===== src/rtl/skip_share_encoder_if.sv =====
// Handshake bundle between the skip/share encoder and its producer/consumer.
// The encoder takes the slave view; the surrounding logic takes the master view.
interface skip_share_encoder_if #(
  parameter int WIDTH_DATA = 32
);
  logic                  I_Valid;
  logic [WIDTH_DATA-1:0] I_Data;
  logic                  I_Last;
  logic                  O_In_Ready;
  logic                  I_Abort;
  logic                  O_Valid;
  logic [WIDTH_DATA-1:0] O_Data;
  logic                  O_Attrib;
  logic                  O_AuxData;
  logic                  O_Rls;
  logic                  I_Ready;

  modport slave (
    input  I_Valid, I_Data, I_Last, I_Abort, I_Ready,
    output O_In_Ready, O_Valid, O_Data, O_Attrib, O_AuxData, O_Rls
  );

  modport master (
    output I_Valid, I_Data, I_Last, I_Abort, I_Ready,
    input  O_In_Ready, O_Valid, O_Data, O_Attrib, O_AuxData, O_Rls
  );
endinterface


===== src/rtl/skip_share_encoder.sv =====
// Buffers one block, detects shared/zero content, then emits attribute word,
// shared word or full block, and a release pulse.
//
// state    | meaning
// S_FILL   | accepting input words into the block buffer
// S_ATTR   | presenting the attribute word {Shared, NonZero, len}
// S_SHARED | presenting the single shared data word
// S_STREAM | presenting buffered words in order
// S_RLS    | one-cycle release pulse, then back to S_FILL
module skip_share_encoder #(
  parameter int WIDTH_DATA  = 32,
  parameter int DEPTH_BLOCK = 16,
  parameter int WIDTH_LEN   = $clog2(DEPTH_BLOCK) + 1
) (
  input logic                 clock,
  input logic                 reset,
  skip_share_encoder_if.slave bus
);
  localparam int WIDTH_IDX = $clog2(DEPTH_BLOCK);
  localparam logic [WIDTH_LEN-1:0] LEN_FULL = WIDTH_LEN'(DEPTH_BLOCK);

  typedef enum logic [2:0] {S_FILL, S_ATTR, S_SHARED, S_STREAM, S_RLS} state_t;

  state_t                state_q;
  logic [WIDTH_LEN-1:0]  cnt_q;
  logic [WIDTH_LEN-1:0]  rd_q;
  logic                  all_eq_q;
  logic [WIDTH_DATA-1:0] first_q;
  logic [WIDTH_DATA-1:0] buf_q [DEPTH_BLOCK];
  logic                  valid_q;
  logic                  attrib_q;
  logic                  aux_q;
  logic                  rls_q;
  logic [WIDTH_DATA-1:0] data_q;

  logic                  abort;
  logic                  in_ready;
  logic                  in_xfer;
  logic                  out_xfer;
  logic                  block_end;
  logic [WIDTH_LEN-1:0]  cnt_d;
  logic [WIDTH_LEN-1:0]  rd_d;
  logic                  all_eq_d;
  logic [WIDTH_DATA-1:0] first_d;
  logic [WIDTH_DATA-1:0] attr_d;

  assign abort     = bus.I_Abort & (state_q != S_RLS);
  assign in_ready  = (state_q == S_FILL) & ~bus.I_Abort & ~reset;
  assign in_xfer   = bus.I_Valid & in_ready;
  assign out_xfer  = valid_q & bus.I_Ready;
  assign cnt_d     = cnt_q + WIDTH_LEN'(1);
  assign rd_d      = rd_q + WIDTH_LEN'(1);
  assign first_d   = (cnt_q == '0) ? bus.I_Data : first_q;
  assign all_eq_d  = (cnt_q == '0) | (all_eq_q & (bus.I_Data == first_q));
  // A full buffer closes the block exactly like I_Last.
  assign block_end = bus.I_Last | (cnt_d == LEN_FULL);

  always_comb begin
    attr_d                  = '0;
    attr_d[WIDTH_DATA-1]    = all_eq_d;
    attr_d[WIDTH_DATA-2]    = (first_d != '0);
    attr_d[WIDTH_LEN-1:0]   = cnt_d;
  end

  always_ff @(posedge clock) begin
    if (in_xfer) begin
      buf_q[cnt_q[WIDTH_IDX-1:0]] <= bus.I_Data;
    end
  end

  always_ff @(posedge clock) begin
    if (reset || abort) begin
      state_q  <= S_FILL;
      cnt_q    <= '0;
      rd_q     <= '0;
      all_eq_q <= 1'b1;
      first_q  <= '0;
      valid_q  <= 1'b0;
      attrib_q <= 1'b0;
      aux_q    <= 1'b0;
      rls_q    <= 1'b0;
      data_q   <= '0;
    end else begin
      case (state_q)
        S_FILL: begin
          if (in_xfer) begin
            cnt_q    <= cnt_d;
            first_q  <= first_d;
            all_eq_q <= all_eq_d;
            if (block_end) begin
              state_q  <= S_ATTR;
              valid_q  <= 1'b1;
              attrib_q <= 1'b1;
              data_q   <= attr_d;
            end
          end
        end
        S_ATTR: begin
          if (out_xfer) begin
            attrib_q <= 1'b0;
            aux_q    <= 1'b1;
            rd_q     <= '0;
            if (all_eq_q) begin
              state_q <= S_SHARED;
              data_q  <= first_q;
            end else begin
              state_q <= S_STREAM;
              data_q  <= buf_q[0];
            end
          end
        end
        S_SHARED: begin
          if (out_xfer) begin
            state_q <= S_RLS;
            valid_q <= 1'b0;
            aux_q   <= 1'b0;
            data_q  <= '0;
            rls_q   <= 1'b1;
          end
        end
        S_STREAM: begin
          if (out_xfer) begin
            if (rd_d == cnt_q) begin
              state_q <= S_RLS;
              valid_q <= 1'b0;
              aux_q   <= 1'b0;
              data_q  <= '0;
              rls_q   <= 1'b1;
            end else begin
              rd_q   <= rd_d;
              data_q <= buf_q[rd_d[WIDTH_IDX-1:0]];
            end
          end
        end
        S_RLS: begin
          state_q  <= S_FILL;
          rls_q    <= 1'b0;
          cnt_q    <= '0;
          all_eq_q <= 1'b1;
          first_q  <= '0;
        end
        default: state_q <= S_FILL;
      endcase
    end
  end

  // Outputs read as idle for the whole reset window, including before the first edge.
  assign bus.O_In_Ready = in_ready;
  assign bus.O_Valid    = valid_q & ~reset;
  assign bus.O_Attrib   = attrib_q & ~reset;
  assign bus.O_AuxData  = aux_q & ~reset;
  assign bus.O_Rls      = rls_q & ~reset;
  assign bus.O_Data     = reset ? '0 : data_q;
endmodule

===== src/flat_wrapper.sv =====
// flat-port wrapper written by rule: the top's interface ports become plain ports
module skip_share_encoder_flat 
#(
  parameter int WIDTH_DATA  = 32,
  parameter int DEPTH_BLOCK = 16,
  parameter int WIDTH_LEN   = $clog2(DEPTH_BLOCK) + 1
)
  (clock, reset, bus_I_Valid, bus_I_Data, bus_I_Last, bus_I_Abort, bus_I_Ready, bus_O_In_Ready, bus_O_Valid, bus_O_Data, bus_O_Attrib, bus_O_AuxData, bus_O_Rls);
  skip_share_encoder_if #(.WIDTH_DATA(WIDTH_DATA)) bus_i ();
  input logic clock;
  input logic reset;
  input wire logic [$bits(bus_i.I_Valid)-1:0] bus_I_Valid;
  input wire logic [$bits(bus_i.I_Data)-1:0] bus_I_Data;
  input wire logic [$bits(bus_i.I_Last)-1:0] bus_I_Last;
  input wire logic [$bits(bus_i.I_Abort)-1:0] bus_I_Abort;
  input wire logic [$bits(bus_i.I_Ready)-1:0] bus_I_Ready;
  output wire logic [$bits(bus_i.O_In_Ready)-1:0] bus_O_In_Ready;
  output wire logic [$bits(bus_i.O_Valid)-1:0] bus_O_Valid;
  output wire logic [$bits(bus_i.O_Data)-1:0] bus_O_Data;
  output wire logic [$bits(bus_i.O_Attrib)-1:0] bus_O_Attrib;
  output wire logic [$bits(bus_i.O_AuxData)-1:0] bus_O_AuxData;
  output wire logic [$bits(bus_i.O_Rls)-1:0] bus_O_Rls;
  assign bus_i.I_Valid = bus_I_Valid;
  assign bus_i.I_Data = bus_I_Data;
  assign bus_i.I_Last = bus_I_Last;
  assign bus_i.I_Abort = bus_I_Abort;
  assign bus_i.I_Ready = bus_I_Ready;
  assign bus_O_In_Ready = bus_i.O_In_Ready;
  assign bus_O_Valid = bus_i.O_Valid;
  assign bus_O_Data = bus_i.O_Data;
  assign bus_O_Attrib = bus_i.O_Attrib;
  assign bus_O_AuxData = bus_i.O_AuxData;
  assign bus_O_Rls = bus_i.O_Rls;
  skip_share_encoder #(.WIDTH_DATA(WIDTH_DATA), .DEPTH_BLOCK(DEPTH_BLOCK), .WIDTH_LEN(WIDTH_LEN)) u_core (.clock(clock), .reset(reset), .bus(bus_i));
endmodule

===== config.mk =====
export PLATFORM = sky130hd
export DESIGN_NAME = skip_share_encoder_flat
export DESIGN_NICKNAME = d
export VERILOG_FILES = /design/src/rtl/skip_share_encoder_if.sv /design/src/rtl/skip_share_encoder.sv /design/src/flat_wrapper.sv
export SDC_FILE = /design/constraint.sdc
export NUM_CORES = 1
export LEC_CHECK = 0
export ABC_AREA = 1
export CAP_MARGIN = 10
export CORE_ASPECT_RATIO = 1.2
export CORE_MARGIN = 10
export CORE_UTILIZATION = 57
export DETAILED_ROUTE_END_ITERATION = 10
export DONT_BUFFER_PORTS = 1
export PLACE_DENSITY = 0.75
export SYNTH_ARGS = -nofsm -noshare
export SYNTH_HDL_FRONTEND = slang
export SYNTH_SLANG_ARGS = --single-unit
export TNS_END_PERCENT = 10

===== constraint.sdc =====
create_clock -name clock -period 2.9 [get_ports clock]
set_input_delay 0.435 -clock clock [delete_from_list [all_inputs] [get_ports clock]]
set_output_delay 0.435 -clock clock [all_outputs]
set_load 0.02 [all_outputs]

== Yosys cells after proc, flatten, opt, wreduce, memory -nomap -nowiden ==
Memory sizes are Yosys's and may differ from the RTL's.
Cells that the tools add are included.

* Register bits after elaboration: 82
* Latch bits: 0
* Bits in writable memories: 512
* Memory bits (read-only): 0
* Input bits: 38
* Output and inout bits: 37
* Logic and storage cells: 103
* Memories: 1

* Add/sub/neg operators: 2
* Multiply operators: 0
* Divide/modulo/power cells: 0
* Order comparisons: 0
* Equality and inequality tests: 15
* Shift-type cells: 0
* Multiplexer cells: 42
* Bitwise gates (word level): 14
* Reduce and logical (&&, ||, !) cells: 19

{| class="wikitable"
|+ Memories
! memory !! depth !! bits a word !! rd ports !! clocked after memory_dff !! wr ports !! line !! RTL
|-
| u_core.buf_q || 16 || 32 || 2 || 0 || 1 || skip_share_encoder.sv:29 || <nowiki>logic [WIDTH_DATA-1:0] buf_q [DEPTH_BLOCK];</nowiki>
|}

{| class="wikitable"
|+ Operators with widths
! kind !! count
|-
| $mux W32 || 10
|-
| $pmux W32 S4 || 1
|-
| $pmux W32 S2 || 1
|-
| $eq A32 B32 Y1 || 1
|-
| $reduce_bool A32 Y1 || 1
|-
| $mux W5 || 4
|-
| $pmux W5 S2 || 2
|-
| $mux W3 || 6
|-
| $reduce_and A6 Y1 || 3
|-
| $mux W1 || 12
|-
| $ne A2 B1 Y1 const B || 6
|-
| $pmux W3 S4 || 1
|-
| $reduce_and A4 Y1 || 3
|-
| $add A5 B1 Y5 const B || 2
|-
| $and A1 B1 Y1 || 10
|-
| $pmux W1 S3 || 3
|-
| $reduce_bool A3 Y1 || 3
|-
| $eq A3 B2 Y1 const B || 2
|-
| $reduce_bool A2 Y1 || 3
|-
| $eq A5 B5 Y1 || 1
|-
| $eq A5 B5 Y1 const B || 1
|-
| $logic_not A5 Y1 || 1
|-
| $reduce_and A5 Y1 || 1
|-
| $pmux W1 S2 || 2
|-
| 10 further kinds || 12
|}

== Longest topological paths before layout ==
* Depth in word-level cells: 6
* Depth in mapped cells: 15
* Depth with buffers taken out: 14

== Worst setup path before layout ==
Ideal clock, no wire load.

* Path type: input port to flip-flop
* From: input bus_I_Abort
* To: memory u_core.buf_q[0][0] (enable)
* Setup time: 0.421 ns
* Arrival time: 2.883 ns
* Data required time: 2.479 ns
* Slack: -0.404 ns
* Stages: 9
* Buffers on the path: 2
* Cells stage by stage: inv_1 -> nand2_1 -> nor2_2 -> nand2_4 -> inv_1 -> buf_2 -> buf_2 -> nand2_1 -> nor2_1

* Word-level cells in the longest chain between the ends: 6

{| class="wikitable"
|+ RTL lines
! what !! line !! RTL
|-
| start, declared || flat_wrapper.sv:15 || <nowiki>input wire logic [$bits(bus_i.I_Abort)-1:0] bus_I_Abort;</nowiki>
|-
| $not A1 Y1 || skip_share_encoder.sv:48 || <nowiki>assign in_ready = (state_q == S_FILL) & ~bus.I_Abort & ~reset;</nowiki>
|-
| $and A1 B1 Y1 (2 in series) || skip_share_encoder.sv:48 ||
|-
| net bus_O_In_Ready || flat_wrapper.sv:17 || <nowiki>output wire logic [$bits(bus_i.O_In_Ready)-1:0] bus_O_In_Ready;</nowiki>
|-
| $and A1 B1 Y1 || skip_share_encoder.sv:49 || <nowiki>assign in_xfer = bus.I_Valid & in_ready;</nowiki>
|-
| $mux W1 || skip_share_encoder.sv:66 || <nowiki>if (in_xfer) begin</nowiki>
|-
| $mux W1 (implied by the code) || skip_share_encoder.sv:67 || <nowiki>buf_q[cnt_q[WIDTH_IDX-1:0]] <= bus.I_Data;</nowiki>
|-
| end, declared || skip_share_encoder.sv:29 ||
|}

The timed path passes the listed nets, and every way through them passes these cells.

== Worst setup path after layout ==
* From: register u_core.rd_q[0]
* To: register u_core.data_q[0]

* Word-level cells in the longest chain between the ends: 5
* Elaborated cells on any way between the ends: 6
* Those cells by class: add/sub: 1; eq/ne: 1; mux: 3; memory: 1

{| class="wikitable"
|+ RTL lines
! what !! line !! RTL
|-
| start, declared || skip_share_encoder.sv:26 || <nowiki>logic [WIDTH_LEN-1:0] rd_q;</nowiki>
|-
| start signal, assigned || skip_share_encoder.sv:130 || <nowiki>rd_q <= rd_d;</nowiki>
|-
| $add A5 B1 Y5 (*) || skip_share_encoder.sv:52 || <nowiki>assign rd_d = rd_q + WIDTH_LEN'(1);</nowiki>
|-
| $mem_v2 Z16 W32 or $eq A5 B5 Y1 (tied branches) || n/a ||
|-
| $mux W32 (*) || skip_share_encoder.sv:123 || <nowiki>if (rd_d == cnt_q) begin</nowiki>
|-
| $mux W32 (*) || skip_share_encoder.sv:122 || <nowiki>if (out_xfer) begin</nowiki>
|-
| $pmux W32 S4 (*) || skip_share_encoder.sv:84 || <nowiki>case (state_q)</nowiki>
|-
| end signal, assigned || skip_share_encoder.sv:94 || <nowiki>data_q <= attr_d;</nowiki>
|-
| end signal, assigned || skip_share_encoder.sv:105 || <nowiki>data_q <= first_q;</nowiki>
|-
| end signal, assigned || skip_share_encoder.sv:131 || <nowiki>data_q <= buf_q[rd_d[WIDTH_IDX-1:0]];</nowiki>
|-
| end, declared || skip_share_encoder.sv:34 || <nowiki>logic [WIDTH_DATA-1:0] data_q;</nowiki>
|}

Mark *: on every way between the ends. The rest lies on a longest branch, timed or not. The select of a mux whose other input is x is not followed.
A chain may end at the register's enable or synchronous reset.

==> results.txt <==
Unrepaired setup endpoints after global routing: no
Largest cells by area after synthesis: edfxtp_1 (60%), nand2_1 (13%), nand3_1 (9.7%)
Placed Area: 0.0267 mm^2
Status: finished clean
Slew HR: 45.9%
WL/cell: 22.2 um
Synth unique cells: 31
Sink Count: 594
Fin cells: 3249
Area delta synth->final: 11.9%
Cell Pwr Density: 583 mW/mm^2
Setup Fix Bufs, Post-CTS: 0
Avg Cell Area, Syn: 9.96 um^2
Worst-Margin Slew: 811 ps
DR pass1 iterations: 6
First-pass GRT wire length: 109000 um
Antenna violations before repair: 5
Initial Utilization: 57.5%
Crit path arrival time: 3090 ps
GP Congestion: 0.909
Port bufs: 0
Syn Std Cell Area: 0.0257 mm^2
Cell area after layout: 0.0288 mm^2
Max H-tree Level: 2
IO Pins: 75
P_leak: 0.0102 uW
Hpwl dp: 40500 um
Total gr overflow: 0
Post-layout min period: 2530 ps
Hold crit path type: input port to flip-flop
Total track usage: 26.0%
Root Driver: clkbuf_16
Antenna-violating nets left: 0
Setup CP Type: flip-flop to flip-flop
Max Cap Viol: 0
Worst-case clock buffer depth: 3
# placed instances: 3110
Cells after Synth: 2585
Metal-1 WL: 27100 um
Via count: 19300
WP data required: 3460 ps
CTS tree: built
Post-Syn Nets: 2629
Post-synth top area cell: edfxtp_1
Residual DRC: 0
Worst-skew pair later-pin latency: 640 ps
Vias/cell: 5.93
Initial drt markers: 2671
Share of the synthesized area in the top cell type: 59.7%
Final Setup Violations: 0
Final nets: 2635
Fin. Hold Viols: 0
Fraction of layout cells with a size suffix above 1: 7.51%
#FFs+latches synth: 594
CTS Buf Count: 56
DIE AREA: 0.0541 mm^2
Max rail drop VDD: 735 uV
Largest net degree at the start of global routing: 139
Met3 WL: 7240 um
Clock-pin slew on the worst setup and hold paths: 60 ps
Die Span Y: 253 um
Final period util: 87.4%
Top Layer Used: met5
Fmax: 395 MHz
Post-CTS Hold Buffers: 32
Die width: 214 um
Sequential element share of the synthesized area: 66.1%
Fill count: 3403
WL met2: 34500 um
Core Area: 0.0448 mm^2
Routed WL: 72100 um
Setup crit start kind: flip-flop
Synth warnings: 0
Worst clock skew: 31.5 ps
Final Max Slew Viols: 0
FP Rows: 85
Vias in the first global route: 18300
Worst Setup End Kind: flip-flop
Max FO, Critical Path: 12
Post_cts resized: 0
-- cell type report --
class	instances	area [um^2]	area share, %
Antenna cell	2	5.00	0.0174
Clock buffer	68	1450	5.02
Clock inverter	37	323	1.12
Inverter	124	473	1.64
Multi-Input combinational cell	1717	7740	26.9
Sequential cell	594	17000	59.1
Tap cell	609	762	2.64
Timing Repair Buffer	98	1040	3.61
-- worst paths after layout --
check                                         from                 end  slack (ps)  cells past startpoint
worst min-delay path                   bus_I_Valid     u_core.cnt_q[0]          90                      2
worst min register to register  u_core.first_q[29]  u_core.first_q[29]         470                      2
worst max register to register      u_core.rd_q[0]    u_core.data_q[0]         370                     12
worst max-delay path                u_core.rd_q[0]    u_core.data_q[0]         370                     12
-- stage by stage --
stage | setup WS (ps) | util, % | hold WS, ps | TNS, ps | total power [uW]
after floorplan | -404 | - | 439 | -185770 | 9680
after global placement | 500 | 59.7 | 451 | 0 | 9750
after detailed placement | 467 | 59.7 | 459 | 0 | 9750
after CTS | 422 | 64.3 | 64.5 | 0 | 16800
after global routing | 253 | 64.3 | 85.0 | 0 | 17200
final | 366 | 64.3 | 91.2 | 0 | 16800
-- sequential cells by signal, indices dropped and copies added, names as in the netlist --
name	cells
u_core.buf_q	512
u_core.data_q	32
u_core.first_q	32
u_core.cnt_q	5
u_core.rd_q	5
u_core.state_q	3
u_core.all_eq_q	1
u_core.attrib_q	1
u_core.aux_q	1
u_core.rls_q	1
u_core.valid_q	1
-- kinds of logic after synthesis --
logic type                 Yosys count  share of synthesized area (%)
adders and majority gates            6                          0.292
and+or+nand+nor                   1525                           25.2
DFF                                594                           66.1
xor gates and xnor gates            18                          0.612
AOI/OAI and AO/OA                  168                           3.41
buffers and inverters              274                           4.37
-- synth_stat cells, drive strengths merged --
library cell / instances
nand2: 882
edfxtp: 512
nand3: 502
inv: 124
nor2: 119
a21oi: 91
dfxtp: 82
buf: 77
clkbuf: 73
o21ai: 70
nand3b: 14
xnor2: 13
ha: 6
o22ai: 6
nand4: 5
xor2: 5
nor3: 3
a211oi: 1
-- cells in the final DEF (no fill, tap or decap), types with 11 or more instances in the layout --
cell / synthesis / final
a21oi_1: 84 / 84
buf_12: 0 / 18
buf_4: 2 / 48
clkbuf_1: 73 / 12
clkbuf_16: 0 / 56
clkinv_1: 0 / 11
clkinv_2: 0 / 12
dfxtp_1: 82 / 81
dlygate4sd3_1: 0 / 32
edfxtp_1: 512 / 512
inv_1: 115 / 114
nand2_1: 880 / 878
nand3_1: 500 / 500
nand3b_1: 13 / 13
nor2_1: 112 / 96
nor2_4: 2 / 18
o21ai_0: 67 / 67
xnor2_1: 13 / 13
-- report_power, final --
part           switching, uW  internal, uW
combinational            293           110
clock                   3230          3850
sequential              15.7          9290
total                   3540         13300
-- routing by layer --
metal  global-route usage (%)  vias up
li1                         -     8814
met1                     33.0     9160
met2                     42.9     1081
met3                     4.45      194
met4                     12.5        4
met5                        0        -
-- critical path: stages, from the launching register on --
cell and delay [ps]:
dfxtp_4 440, ha_4 150, nand2_1 110, o21ai_1 190
nand2_1 110, nand2_1 70, nand2_1 70, nand3_2 120
nand2_1 300, buf_4 310, o21ai_0 270, nand2_1 170
a21oi_1 150
No activity file was read; power rests on OpenSTA's default activity.
